## config.mk

```make
export PLATFORM = sky130hd
export DESIGN_NAME = dcache_miss_ctrl
export DESIGN_NICKNAME = d
export VERILOG_FILES = /design/src/rtl/cpu_types_pkg.sv /design/src/rtl/dcache_miss_ctrl.sv
export SDC_FILE = /design/constraint.sdc
export NUM_CORES = 1
export LEC_CHECK = 0
export CORE_AREA = 2 2 106 108
export DETAILED_ROUTE_END_ITERATION = 7
export DIE_AREA = 0 0 108 110
export GPL_TIMING_DRIVEN = 0
export MAX_ROUTING_LAYER = met4
export SETUP_SLACK_MARGIN = 0.4
export SYNTH_ARGS = -nofsm -noshare
export SYNTH_HDL_FRONTEND = slang
export SYNTH_SLANG_ARGS = --single-unit
```

## constraint.sdc

```tcl
create_clock -name CLK -period 2.5 [get_ports CLK]
set_input_delay 0.5 -clock CLK [delete_from_list [all_inputs] [get_ports CLK]]
set_output_delay 0.5 -clock CLK [all_outputs]
set_load 0.01 [all_outputs]
```

## src/rtl/cpu_types_pkg.sv

```systemverilog
// Shared CPU types: machine word, dcache address layout and miss-controller states.
package cpu_types_pkg;

    localparam int DCACHE_SETS = 8;

    typedef logic [31:0] word_t;

    typedef struct packed {
        logic [25:0] tag;
        logic [2:0]  idx;
        logic        blkoff;
        logic [1:0]  bytoff;
    } dcachef_t;

    typedef enum logic [3:0] {
        IDLE,
        WB0,
        WB1,
        FETCH0,
        FETCH1,
        FILL,
        FL_CHK,
        FL_WB0,
        FL_WB1,
        FL_NXT,
        FLUSHED
    } dcache_state_t;

endpackage

```

## src/rtl/dcache_miss_ctrl.sv

```systemverilog
// Dcache miss/flush sequencer: victim writeback, block refill and halt-time flush
// between the frame arrays and the memory-control dcache port.
module dcache_miss_ctrl
    import cpu_types_pkg::*;
#(
    parameter int SETS  = DCACHE_SETS,
    parameter int TAG_W = 26
) (
    input  logic                    CLK,
    input  logic                    nRST,
    input  logic                    dmemREN,
    input  logic                    dmemWEN,
    input  word_t                   dmemaddr,
    input  logic                    miss,
    input  logic                    lru_way,
    input  logic                    halt,
    output logic [$clog2(SETS)-1:0] frame_idx,
    output logic                    frame_way,
    input  logic                    frame_valid,
    input  logic                    frame_dirty,
    input  logic [TAG_W-1:0]        frame_tag,
    input  word_t [1:0]             frame_data,
    output logic                    fill_en,
    output logic                    fill_blkoff,
    output word_t                   fill_data,
    output logic                    fill_done,
    output logic                    clr_dirty,
    output logic                    busy,
    output logic                    flushed,
    output logic                    dREN,
    output logic                    dWEN,
    output word_t                   daddr,
    output word_t                   dstore,
    input  logic                    dwait,
    input  word_t                   dload
);

    localparam int IDX_W = $clog2(SETS);

    dcache_state_t    state;
    logic [IDX_W:0]   cnt;
    logic [IDX_W-1:0] vidx;
    logic             vway;
    logic             k;
    dcachef_t         req;
    logic             unused;

    assign req    = dcachef_t'(dmemaddr);
    assign unused = ^{req.blkoff, req.bytoff};
    assign busy   = (state != IDLE) && (state != FLUSHED);

    always_ff @(posedge CLK or negedge nRST) begin
        if (!nRST) begin
            state <= IDLE;
            cnt   <= '0;
            vidx  <= '0;
            vway  <= 1'b0;
        end else begin
            case (state)
                IDLE: begin
                    if (halt) begin
                        state <= FL_CHK;
                    end else if ((dmemREN || dmemWEN) && miss) begin
                        // victim frame is frozen here for the whole miss
                        vidx  <= req.idx;
                        vway  <= lru_way;
                        state <= (frame_dirty && frame_valid) ? WB0 : FETCH0;
                    end
                end
                WB0:     if (!dwait) state <= WB1;
                WB1:     if (!dwait) state <= FETCH0;
                FETCH0:  if (!dwait) state <= FETCH1;
                FETCH1:  if (!dwait) state <= FILL;
                FILL:    state <= IDLE;
                FL_CHK:  state <= (frame_valid && frame_dirty) ? FL_WB0 : FL_NXT;
                FL_WB0:  if (!dwait) state <= FL_WB1;
                FL_WB1:  if (!dwait) state <= FL_NXT;
                FL_NXT: begin
                    if (&cnt) begin
                        state <= FLUSHED;
                    end else begin
                        cnt   <= cnt + 1'b1;
                        state <= FL_CHK;
                    end
                end
                FLUSHED: state <= FLUSHED;
                default: state <= IDLE;
            endcase
        end
    end

    always_comb begin
        frame_idx   = vidx;
        frame_way   = vway;
        dREN        = 1'b0;
        dWEN        = 1'b0;
        daddr       = '0;
        dstore      = '0;
        fill_en     = 1'b0;
        fill_blkoff = 1'b0;
        fill_data   = '0;
        fill_done   = 1'b0;
        clr_dirty   = 1'b0;
        flushed     = 1'b0;
        k = (state == WB1) || (state == FETCH1) || (state == FL_WB1);
        case (state)
            IDLE: begin
                frame_idx = req.idx;
                frame_way = lru_way;
            end
            WB0, WB1: begin
                dWEN   = 1'b1;
                daddr  = {frame_tag, frame_idx, k, 2'b00};
                dstore = frame_data[k];
            end
            FETCH0, FETCH1: begin
                dREN        = 1'b1;
                daddr       = {dmemaddr[31:3], k, 2'b00};
                fill_en     = !dwait;
                fill_blkoff = k;
                fill_data   = dwait ? '0 : dload;
            end
            FILL: fill_done = 1'b1;
            FL_CHK, FL_NXT: begin
                frame_idx = cnt[IDX_W:1];
                frame_way = cnt[0];
            end
            FL_WB0, FL_WB1: begin
                frame_idx = cnt[IDX_W:1];
                frame_way = cnt[0];
                dWEN      = 1'b1;
                daddr     = {frame_tag, frame_idx, k, 2'b00};
                dstore    = frame_data[k];
                clr_dirty = (state == FL_WB1) && !dwait;
            end
            FLUSHED: flushed = 1'b1;
            default: ;
        endcase
    end

endmodule

```

# Yosys cells after proc, flatten, opt, wreduce, memory -nomap -nowiden
# Cells that the tools add are included.
# word_totals
ff_bits,12
input_bits,164
output_inout_bits,108
# op_classes
add_sub_neg,1
n_lt_le_gt_ge,1
n_eq_ne,18
n_mux,27
bitwise_logic,2
n_reduce_logical,19
# op_table
op,count
$mux 32,5
$pmux 32 s3,1
$mux 4,10
$pmux 4 s10,1
$eq 4x3->1 const B,4
$eq 4x4->1 const B,3
$ne 2x2->1 const B,6
$eq 4x2->1 const B,2
$reduce_or 4->1,2
$mux 1,7
$reduce_and 7->1,1
$pmux 3 s2,1
$reduce_or 2->1,3
$add 4x1->4 const B,1
$eq 4x1->1 const B,1
$logic_and 1x1->1,4
$logic_not 4->1,1
$ne 4x4->1 const B,1
$reduce_and 4->1,1
$reduce_bool 4->1,1
$logic_or 1x1->1,3
$ne 3x3->1 const B,1
$reduce_and 3->1,1
$lt 1x2->1 const B,1
5 further kinds,6

# Depth between registers and ports, before layout
# Gate-level depths: netlist of run 1.
# logic_depth
word_depth,6
ltp_mapped,7

# Least setup slack after synthesis of run 1
# No wires, ideal clock.
# synth_path
path_kind,reg-to-output
startpoint,reg state[3]
endpoint,out fill_data[10]
arrival_time_ns,1.836
t_required_ns,2.000
setup_slack_ns,0.164
path_stages_with_launch,7
n_path_buf,3
cell_sequence,dfrtp_1 -> buf_2 -> nor4b_1 -> or2_2 -> buf_2 -> clkbuf_1 -> and3_1
# synth_via
elab_chain_len,3
elab_cells_between_ends,4
# synth_rtl
element,line,source
from (decl),dcache_miss_ctrl.sv:40,dcache_state_t state;
from (signal assigned),dcache_miss_ctrl.sv:67,state <= (frame_dirty && frame_valid) ? WB0 : FETCH0;
from (signal assigned),dcache_miss_ctrl.sv:75,FL_CHK: state <= (frame_valid && frame_dirty) ? FL_WB0 : FL_NXT;
$eq 4x3->1 or $eq 4x2->1 (tied branches),dcache_miss_ctrl.sv:106,case (state)
$reduce_or 2->1 (*),dcache_miss_ctrl.sv:106,
$mux 32 (*),dcache_miss_ctrl.sv:106,
to (decl),dcache_miss_ctrl.sv:25,"output word_t fill_data,"
# Mark *: on every way between the ends. The rest lies on a longest branch, timed or not.

# Worst setup path after layout of run 1
# layout_path
startpoint,reg state[3]
endpoint,out dstore[3]
# layout_via
elab_chain_len,6
elab_cells_between_ends,11
# layout_rtl
element,line,source
$eq 4x2->1 or $eq 4x3->1 (tied branches),"dcache_miss_ctrl.sv:105, dcache_miss_ctrl.sv:106",
$logic_or 1x1->1 (2 in series),dcache_miss_ctrl.sv:105,k = (state == WB1) || (state == FETCH1) || (state == FL_WB1);
$mux 32 (not written as such) (2 in series),"dcache_miss_ctrl.sv:114, dcache_miss_ctrl.sv:133",
$mux 32 (*),-,
to (decl),dcache_miss_ctrl.sv:33,"output word_t dstore,"
# Mark *: on every way between the ends. The rest lies on a longest branch, timed or not. The select of a mux whose other input is x is not followed.

==> load_flow_metrics.sql, run 1 <==
INSERT INTO impl_metrics (metric_group, metric, value, unit) VALUES
('run_status', 'status', 'finished, violations left', ''),
('run_status', 'failed_checks', 'setup timing', ''),
('cts', 'insertion_delay', '0.25', 'ns'),
('logic_synthesis', 'synth-compound-area-share', '24.3', '%'),
('logic_synthesis', 'synth_edf_count', '0', ''),
('power_and_ir_drop', 'p_comb_share', '92.3', '%'),
('setup_path', 'slowest_stage', 'sky130_fd_sc_hd__dfrtp_1', ''),
('timing', 'setup-violations-final', '57', ''),
('logic_synthesis', 'synth_cell_type_count', '44', ''),
('setup_path', 'path_common_cell', 'sky130_fd_sc_hd__buf_6', ''),
('setup_path', 'worst_r2r_endpoint', 'state[2]', ''),
('global_route', 'overflow_after_grt', '0', ''),
('timing', 'timing.final.crit_period', '2.61', 'ns'),
('finish', 'finish.cell_count_without_fillers', '716', ''),
('floorplan', 'die-width', '108', 'µm'),
('power_and_ir_drop', 'cellPowerDensity', '1340', 'mW/mm²'),
('cts', 'ctsHtreeMaxLevel', '1', ''),
('routing', 'wl_per_cell', '19.0', 'µm'),
('timing', 'relSlewSlack', '61.0', '%'),
('power_and_ir_drop', 'fin_total_pwr', '0.00759', 'W'),
('placement', 'buffers_added_on_ports', '266', ''),
('power_and_ir_drop', 'switchingPower', '0.00323', 'W'),
('timing', 'clock_skew', '0.00375', 'ns'),
('finish', 'finish.utilization', '52.8', '%'),
('cts', 'cts_max_path_buffers', '2', ''),
('power_and_ir_drop', 'vdd_ir_drop_max', '691', 'µV'),
('logic_synthesis', 'synth_top_family_by_area', 'simple AND/OR/NAND/NOR gates', ''),
('routing', 'finalWirelength', '13600', 'µm'),
('finish', 'num_antenna_cells', '0', ''),
('cts', 'clock_tree.root_cell', 'sky130_fd_sc_hd__clkbuf_8', ''),
('worst_hold_path', 'holdPathEnd', 'vway', ''),
('setup_path', 'crit_path_cell_trace', 'buf_6 > nor2b_4 > o311ai_4 > buf_4 > buf_8 > buf_6 > mux2i_4 > nor2_1 > buf_2', ''),
('global_route', 'globalRouteTotalUtil', '20.8', '%'),
('timing', 'timing.final.crit_share', '104', '%'),
('cts', 'cts_inserted_buffers', '3', ''),
('cts', 'hold_buffers', '0', ''),
('setup_path', 'worst-endpoint-required', '2.00', 'ns'),
('placement', 'place_inst', '655', ''),
('finish', 'area.growth.synth_to_final', '189', '%'),
('routing', 'iteration_count_of_the_initial_detailed_routing_pass', '6', ''),
('timing', 'fin_worst_hold_slack', '0.514', 'ns'),
('floorplan', 'floorplan.initialDensity', '18.2', '%'),
('cts', 'worst_path_clk_slew', '0.06', 'ns'),
('placement', 'finalWeightedCongestion', '0.806', ''),
('run', 'max_capacitance_violation_count', '0', ''),
('floorplan', 'floorplan.rows', '38', ''),
('logic_synthesis', 'post_synth_xor_area_fraction', '1.79', '%'),
('cts', 'cts_tree', 'yes', ''),
('placement', 'post-dp-hpwl', '10300', 'µm'),
('routing', 'detailedRoute.firstIterationViolations', '157', ''),
('setup_path', 'cpPeakStageDelay', '0.37', 'ns'),
('setup_path', 'r2r_setup_slack', '0.40', 'ns'),
('timing', 'worst_slew_pin_slew', '0.583', 'ns'),
('setup_path', 'timing.critical_path.arrival', '2.11', 'ns'),
('routing', 'remaining_design_rule_violation_count', '0', ''),
('timing', 'setup_tns', '-2.36', 'ns'),
('power_and_ir_drop', 'clockPowerShare', '2.9', '%'),
('power_and_ir_drop', 'seqPwrFrac', '4.8', '%'),
('timing', 'layout_setup_ws', '-0.110', 'ns'),
('logic_synthesis', 'post_synthesis_share_of_cell_area_spent_on_and_or_nand_and_nor_gates', '28.2', '%'),
('worst_hold_path', 'hold_path_startpoint', 'vway', ''),
('floorplan', 'core_area', '0.0107', 'mm²'),
('timing', 'achievable-frequency', '383', 'MHz'),
('logic_synthesis', 'post_synth_instance_area', '0.00195', 'mm²'),
('finish', 'layout-drive-gt1-share', '43.8', '%'),
('floorplan', 'die_area', '0.0119', 'mm²'),
('logic_synthesis', 'synthArstFlopShare', '100', '%'),
('floorplan', 'fp.dieH', '110', 'µm'),
('routing', 'viasPerCell', '4.52', ''),
('setup_path', 'worstRegToRegCells', '8', ''),
('global_route', 'initial_antenna_violation_count', '0', '');
==> logic make-up after synthesis <==
family / Yosys count
XOR/XNOR: 4
multiplexers: 40
flip-flops: 12
buffers and inverters: 35
adder cells (fa/ha/maj): 1
AND/OR/NAND/NOR: 99
AO/OA/AOI/OAI: 56
other: 1
==> worst max-delay path: cells and delay by family (launching register included) <==
family / cells / cell delay (ns)
flip-flops: 1 / 0.37
buffers and inverters: 5 / 0.70
AO/OA/AOI/OAI: 1 / 0.31
AND/OR/NAND/NOR: 2 / 0.22
multiplexers: 1 / 0.25
==> flip-flops by register name, summed over array words and instances (netlist names) <==
| register | flops |
|---|---|
| cnt | 4 |
| state | 4 |
| vidx | 3 |
| vway | 1 |
==> metal layers <==
| layer | share of wire (%) | track usage, % | wire length, µm | up-vias |
|---|---|---|---|---|
| li1 | - | - | - | 1578 |
| met1 | 39 | 24.5 | 5260 | 1498 |
| met2 | 52 | 36.7 | 7080 | 142 |
| met3 | 7.1 | 4.12 | 967 | 20 |
| met4 | 2.1 | 5.13 | 281 | 0 |
| met5 | 0 | - | 0 | - |
==> cell usage after synthesis (2+ instances only) <==
cell / number / area [µm²]
sky130_fd_sc_hd__mux2i_1: 33 / 330
sky130_fd_sc_hd__and2_1: 2 / 12.5
sky130_fd_sc_hd__inv_1: 7 / 26.3
sky130_fd_sc_hd__buf_2: 9 / 45.0
sky130_fd_sc_hd__xnor2_1: 3 / 26.3
sky130_fd_sc_hd__a222oi_1: 3 / 30.0
sky130_fd_sc_hd__clkbuf_1: 10 / 37.5
sky130_fd_sc_hd__nor3_1: 2 / 10.0
sky130_fd_sc_hd__o21ai_0: 8 / 40.0
sky130_fd_sc_hd__nand4_1: 2 / 12.5
sky130_fd_sc_hd__and3b_1: 2 / 17.5
sky130_fd_sc_hd__nor2b_1: 4 / 25.0
sky130_fd_sc_hd__nor2_1: 38 / 143
sky130_fd_sc_hd__nand3_1: 3 / 15.0
sky130_fd_sc_hd__buf_4: 6 / 45.0
sky130_fd_sc_hd__and3_1: 33 / 206
sky130_fd_sc_hd__mux2_1: 2 / 22.5
sky130_fd_sc_hd__a21o_1: 4 / 30.0
sky130_fd_sc_hd__nand2_1: 3 / 11.3
sky130_fd_sc_hd__nor4b_1: 3 / 26.3
sky130_fd_sc_hd__dfrtp_1: 12 / 300
sky130_fd_sc_hd__mux2_2: 5 / 56.3
sky130_fd_sc_hd__a22o_1: 32 / 280
sky130_fd_sc_hd__or2_2: 2 / 12.5
==> metrics by stage <==
| stage | setup slack, ns | instance area, µm² |
|---|---|---|
| floorplan | 0.389 | 2010 |
| global placement | -0.535 | 4840 |
| detailed placement | -0.541 | 4840 |
| CTS | -0.100 | 5340 |
| global route | -0.202 | 5640 |
| finish | -0.110 | 5640 |
==> cells in the final DEF (no fill, tap or decap), drive strengths merged, types with 2 or more instances in the layout <==
cell type,count
inv,7
nor4b,3
conb,2
nand2,3
clkdlybuf4s15,2
nor3b,2
clkdlybuf4s50,160
buf,175
and2,2
o21ai,8
nor3,2
clkbuf,17
and3b,2
a21o,4
mux2,7
a222oi,3
xnor2,3
mux2i,33
and3,33
nand3,3
nor2,38
nor2b,4
nand4,2
or2,2
dfrtp,12
o211ai,2
a22o,32
==> worst max path at each step <==
stage,slack [ns],cells after the start,from,endpoint
floorplan,0.39,6,state[2],dstore[10]
global placement,-0.54,7,state[2],dstore[3]
detailed placement,-0.54,8,state[2],dstore[3]
CTS,-0.10,9,state[2],dstore[8]
global route,-0.20,10,state[3],dstore[4]
finish,-0.11,9,state[3],dstore[3]
==> power by group through the flow <==
| stage | sequential, W | combinational [W] | clock, W |
|---|---|---|---|
| 2_1_floorplan | 0.000345 | 0.00259 | 0 |
| 3_3_place_gp | 0.000361 | 0.00505 | 0 |
| 3_5_place_dp | 0.000363 | 0.00506 | 0 |
| 4_1_cts | 0.000356 | 0.00622 | 0.000223 |
| 5_1_grt | 0.000373 | 0.00741 | 0.000233 |
| 6_report | 0.000362 | 0.00700 | 0.000223 |
==> timing repair <==
action,4_1_cts,5_1_grt
endpoints found under the setup margin,108,108
buffers inserted,40,8
resized for setup,550,55
gates cloned,7,2
pin swaps,11,16
==> final cells by class <==
class,instances,area (µm²)
buffer,27,343
timing repair buffer,323,2920
tap,140,175
clock buffer,4,55.1
multi-input combinational,202,1810
fill,986,5050
sequential,12,302
inverter,8,41.3
No activity file was read; power rests on OpenSTA's default activity.
==> inputs of run 2 (changes only) <==
- PLACE_DENSITY: unset -> 0.73
- SKIP_CTS_REPAIR_TIMING: unset -> 1
==> load_flow_metrics.sql, run 2 (same netlist as run 1, synthesis figures left out) <==
INSERT INTO impl_metrics (metric_group, metric, value, unit) VALUES
('floorplan', 'die_area', '0.0119', 'mm²'),
('routing', 'finalWirelength', '11700', 'µm'),
('cts', 'cts_tree', 'yes', ''),
('routing', 'via_count', '3166', ''),
('floorplan', 'floorplan.io_pins', '272', ''),
('global_route', 'grt_max_degree', '13', ''),
('global_route', 'overflow_after_grt', '0', ''),
('cts', 'worst_path_clk_slew', '0.05', 'ns'),
('routing', 'remaining_design_rule_violation_count', '0', ''),
('cts', 'clkSinkCount', '12', ''),
('timing', 'clock_skew', '0.00349', 'ns'),
('global_route', 'first_global_vias', '2863', ''),
('routing', 'wl_per_cell', '17.0', 'µm'),
('cts', 'clock_tree.root_cell', 'sky130_fd_sc_hd__clkbuf_8', ''),
('worst_hold_path', 'timing.hold.worst.class', 'reg2reg', ''),
('timing', 'setup-violations-final', '0', ''),
('placement', 'buffers_added_on_ports', '266', ''),
('finish', 'fill_cells', '982', ''),
('routing', 'final_antenna_net_count', '0', ''),
('floorplan', 'core_area', '0.0107', 'mm²'),
('timing', 'timing.final.crit_period', '2.46', 'ns'),
('setup_path', 'cp-endpoint', 'dstore[16]', ''),
('setup_path', 'r2r_setup_slack', '0.44', 'ns'),
('timing', 'timing.final.crit_share', '98.3', '%'),
('finish', 'biggestRegsByFlops', 'cnt (4), state (4), vidx (3)', ''),
('placement', 'place_inst', '655', ''),
('setup_path', 'worst-endpoint-required', '2.00', 'ns'),
('finish', 'area.growth.synth_to_final', '172', '%'),
('run_status', 'status', 'complete, no violations', ''),
('timing', 'fin_worst_hold_slack', '0.532', 'ns'),
('finish', 'finish.cell_count_without_fillers', '689', ''),
('timing', 'relSlewSlack', '61.7', '%'),
('finish', 'layout_commonest_cell', 'sky130_fd_sc_hd__clkdlybuf4s50_1', ''),
('floorplan', 'floorplan.rows', '38', ''),
('routing', 'iteration_count_of_the_initial_detailed_routing_pass', '4', ''),
('setup_path', 'timing.critical_path.from', 'state[2]', ''),
('timing', 'setup_tns', '0', 'ns'),
('placement', 'post-dp-hpwl', '9200', 'µm'),
('power_and_ir_drop', 'fin_total_pwr', '0.00627', 'W'),
('finish', 'finish.utilization', '49.7', '%'),
('routing', 'viasPerCell', '4.60', ''),
('setup_path', 'cp_max_fo', '8', ''),
('floorplan', 'die-width', '108', 'µm'),
('setup_path', 'worst_r2r_endpoint', 'state[1]', ''),
('floorplan', 'floorplan.initialDensity', '18.2', '%'),
('setup_path', 'regToRegStartpoint', 'state[2]', ''),
('setup_path', 'critical_path.endpoint_type', 'output pin', ''),
('setup_path', 'start_kind', 'flip-flop', ''),
('finish', 'layout_common_cells', 'sky130_fd_sc_hd__clkdlybuf4s50_1 (160), sky130_fd_sc_hd__buf_2 (42), sky130_fd_sc_hd__buf_6 (39)', ''),
('finish', 'num_antenna_cells', '0', ''),
('timing', 'final-max-slew-violation-count', '0', ''),
('global_route', 'grt_first_pass_wirelength', '15200', 'µm'),
('power_and_ir_drop', 'cellPowerDensity', '1180', 'mW/mm²'),
('power_and_ir_drop', 'power_leakage', '2.63', 'nW'),
('placement', 'finalWeightedCongestion', '0.910', ''),
('timing', 'worst_slew_pin_slew', '0.573', 'ns'),
('global_route', 'initial_antenna_violation_count', '0', ''),
('finish', 'ff_latch_area', '302', 'µm²'),
('finish', 'layout-drive-gt1-share', '39.9', '%'),
('setup_path', 'worstRegToRegCells', '9', ''),
('timing', 'grt_setup_unrepaired', 'true', ''),
('setup_path', 'crit_type', 'reg2out', ''),
('timing', 'timing.final.hold_violations', '0', ''),
('cts', 'ctsHtreeMaxLevel', '1', ''),
('cts', 'cts_max_path_buffers', '2', ''),
('finish', 'multiInputGateArea', '0.00174', 'mm²'),
('run', 'max_capacitance_violation_count', '0', ''),
('global_route', 'globalRouteTotalUtil', '16.4', '%'),
('cts', 'cts_inserted_buffers', '3', ''),
('floorplan', 'fp.dieH', '110', 'µm'),
('power_and_ir_drop', 'vdd_ir_drop_max', '640', 'µV'),
('cts', 'insertion_delay', '0.24', 'ns'),
('routing', 'detailedRoute.firstIterationViolations', '212', ''),
('setup_path', 'timing.critical_path.arrival', '1.96', 'ns'),
('timing', 'achievable-frequency', '407', 'MHz'),
('finish', 'num-nets-final', '715', '');
## run 2: cell types whose count changed in the layout (fill, tap and decap cells not counted), sizes merged
cell / change
buf: -59
clkdlybuf4s15: -2
clkinvlp: -1
clkbuf: +30
inv: +1
dlymetal6s2s: +4
## run 2: report_power, final
part / internal (W) / leakage, nW / switching (W)
Combinational: 0.00314 / 2.46 / 0.00259
Sequential: 0.000279 / 0.151 / 0.0000831
Clock: 0.000112 / 0.0228 / 0.0000675
## run 2: worst max-delay path, stage by stage (launching register included)
cell	delay (ns)
sky130_fd_sc_hd__dfrtp_1	0.37
sky130_fd_sc_hd__buf_6	0.15
sky130_fd_sc_hd__nor2b_4	0.15
sky130_fd_sc_hd__o311ai_4	0.27
sky130_fd_sc_hd__buf_6	0.22
sky130_fd_sc_hd__clkbuf_16	0.17
sky130_fd_sc_hd__mux2i_1	0.18
sky130_fd_sc_hd__nor2_1	0.06
sky130_fd_sc_hd__buf_2	0.14
## run 2: worst min-delay path by stage
stage / start / endpoint / slack [ns] / cells after the start
floorplan: nRST / cnt[0] / 0.20 / 0
global route: vway / vway / 0.54 / 1
detailed placement: vway / vway / 0.51 / 1
finish: vway / vway / 0.53 / 1
global placement: vway / vway / 0.49 / 1
CTS: vway / vway / 0.52 / 1
## run 2: cell type report
cell class                      instances  share of cell area, %
Buffer                                 27                   5.96
Clock buffer                            4                  0.848
Inverter                                8                  0.706
Multi-Input combinational cell        202                   32.8
Sequential cell                        12                   5.67
Tap cell                              140                   3.30
Timing Repair Buffer                  296                   50.7
## run 2: routing by layer
metal / GRT usage [%] / part of all wire, % / up-vias / wire, µm
met2: 30.1 / 53 / 132 / 6200
met5: - / 0 / - / 0
met3: 2.41 / 7.5 / 18 / 879
met1: 19.0 / 37 / 1487 / 4360
li1: - / - / 1529 / -
met4: 3.30 / 2.1 / 0 / 246
## run 2: through the flow
step	instance area [µm²]	worst slack, ns
final	5310	0.0427
after global routing	5310	-0.0451
after CTS	4890	-0.674
after detailed placement	4840	-0.408
after global placement	4840	-0.393
after floorplan	2010	0.389
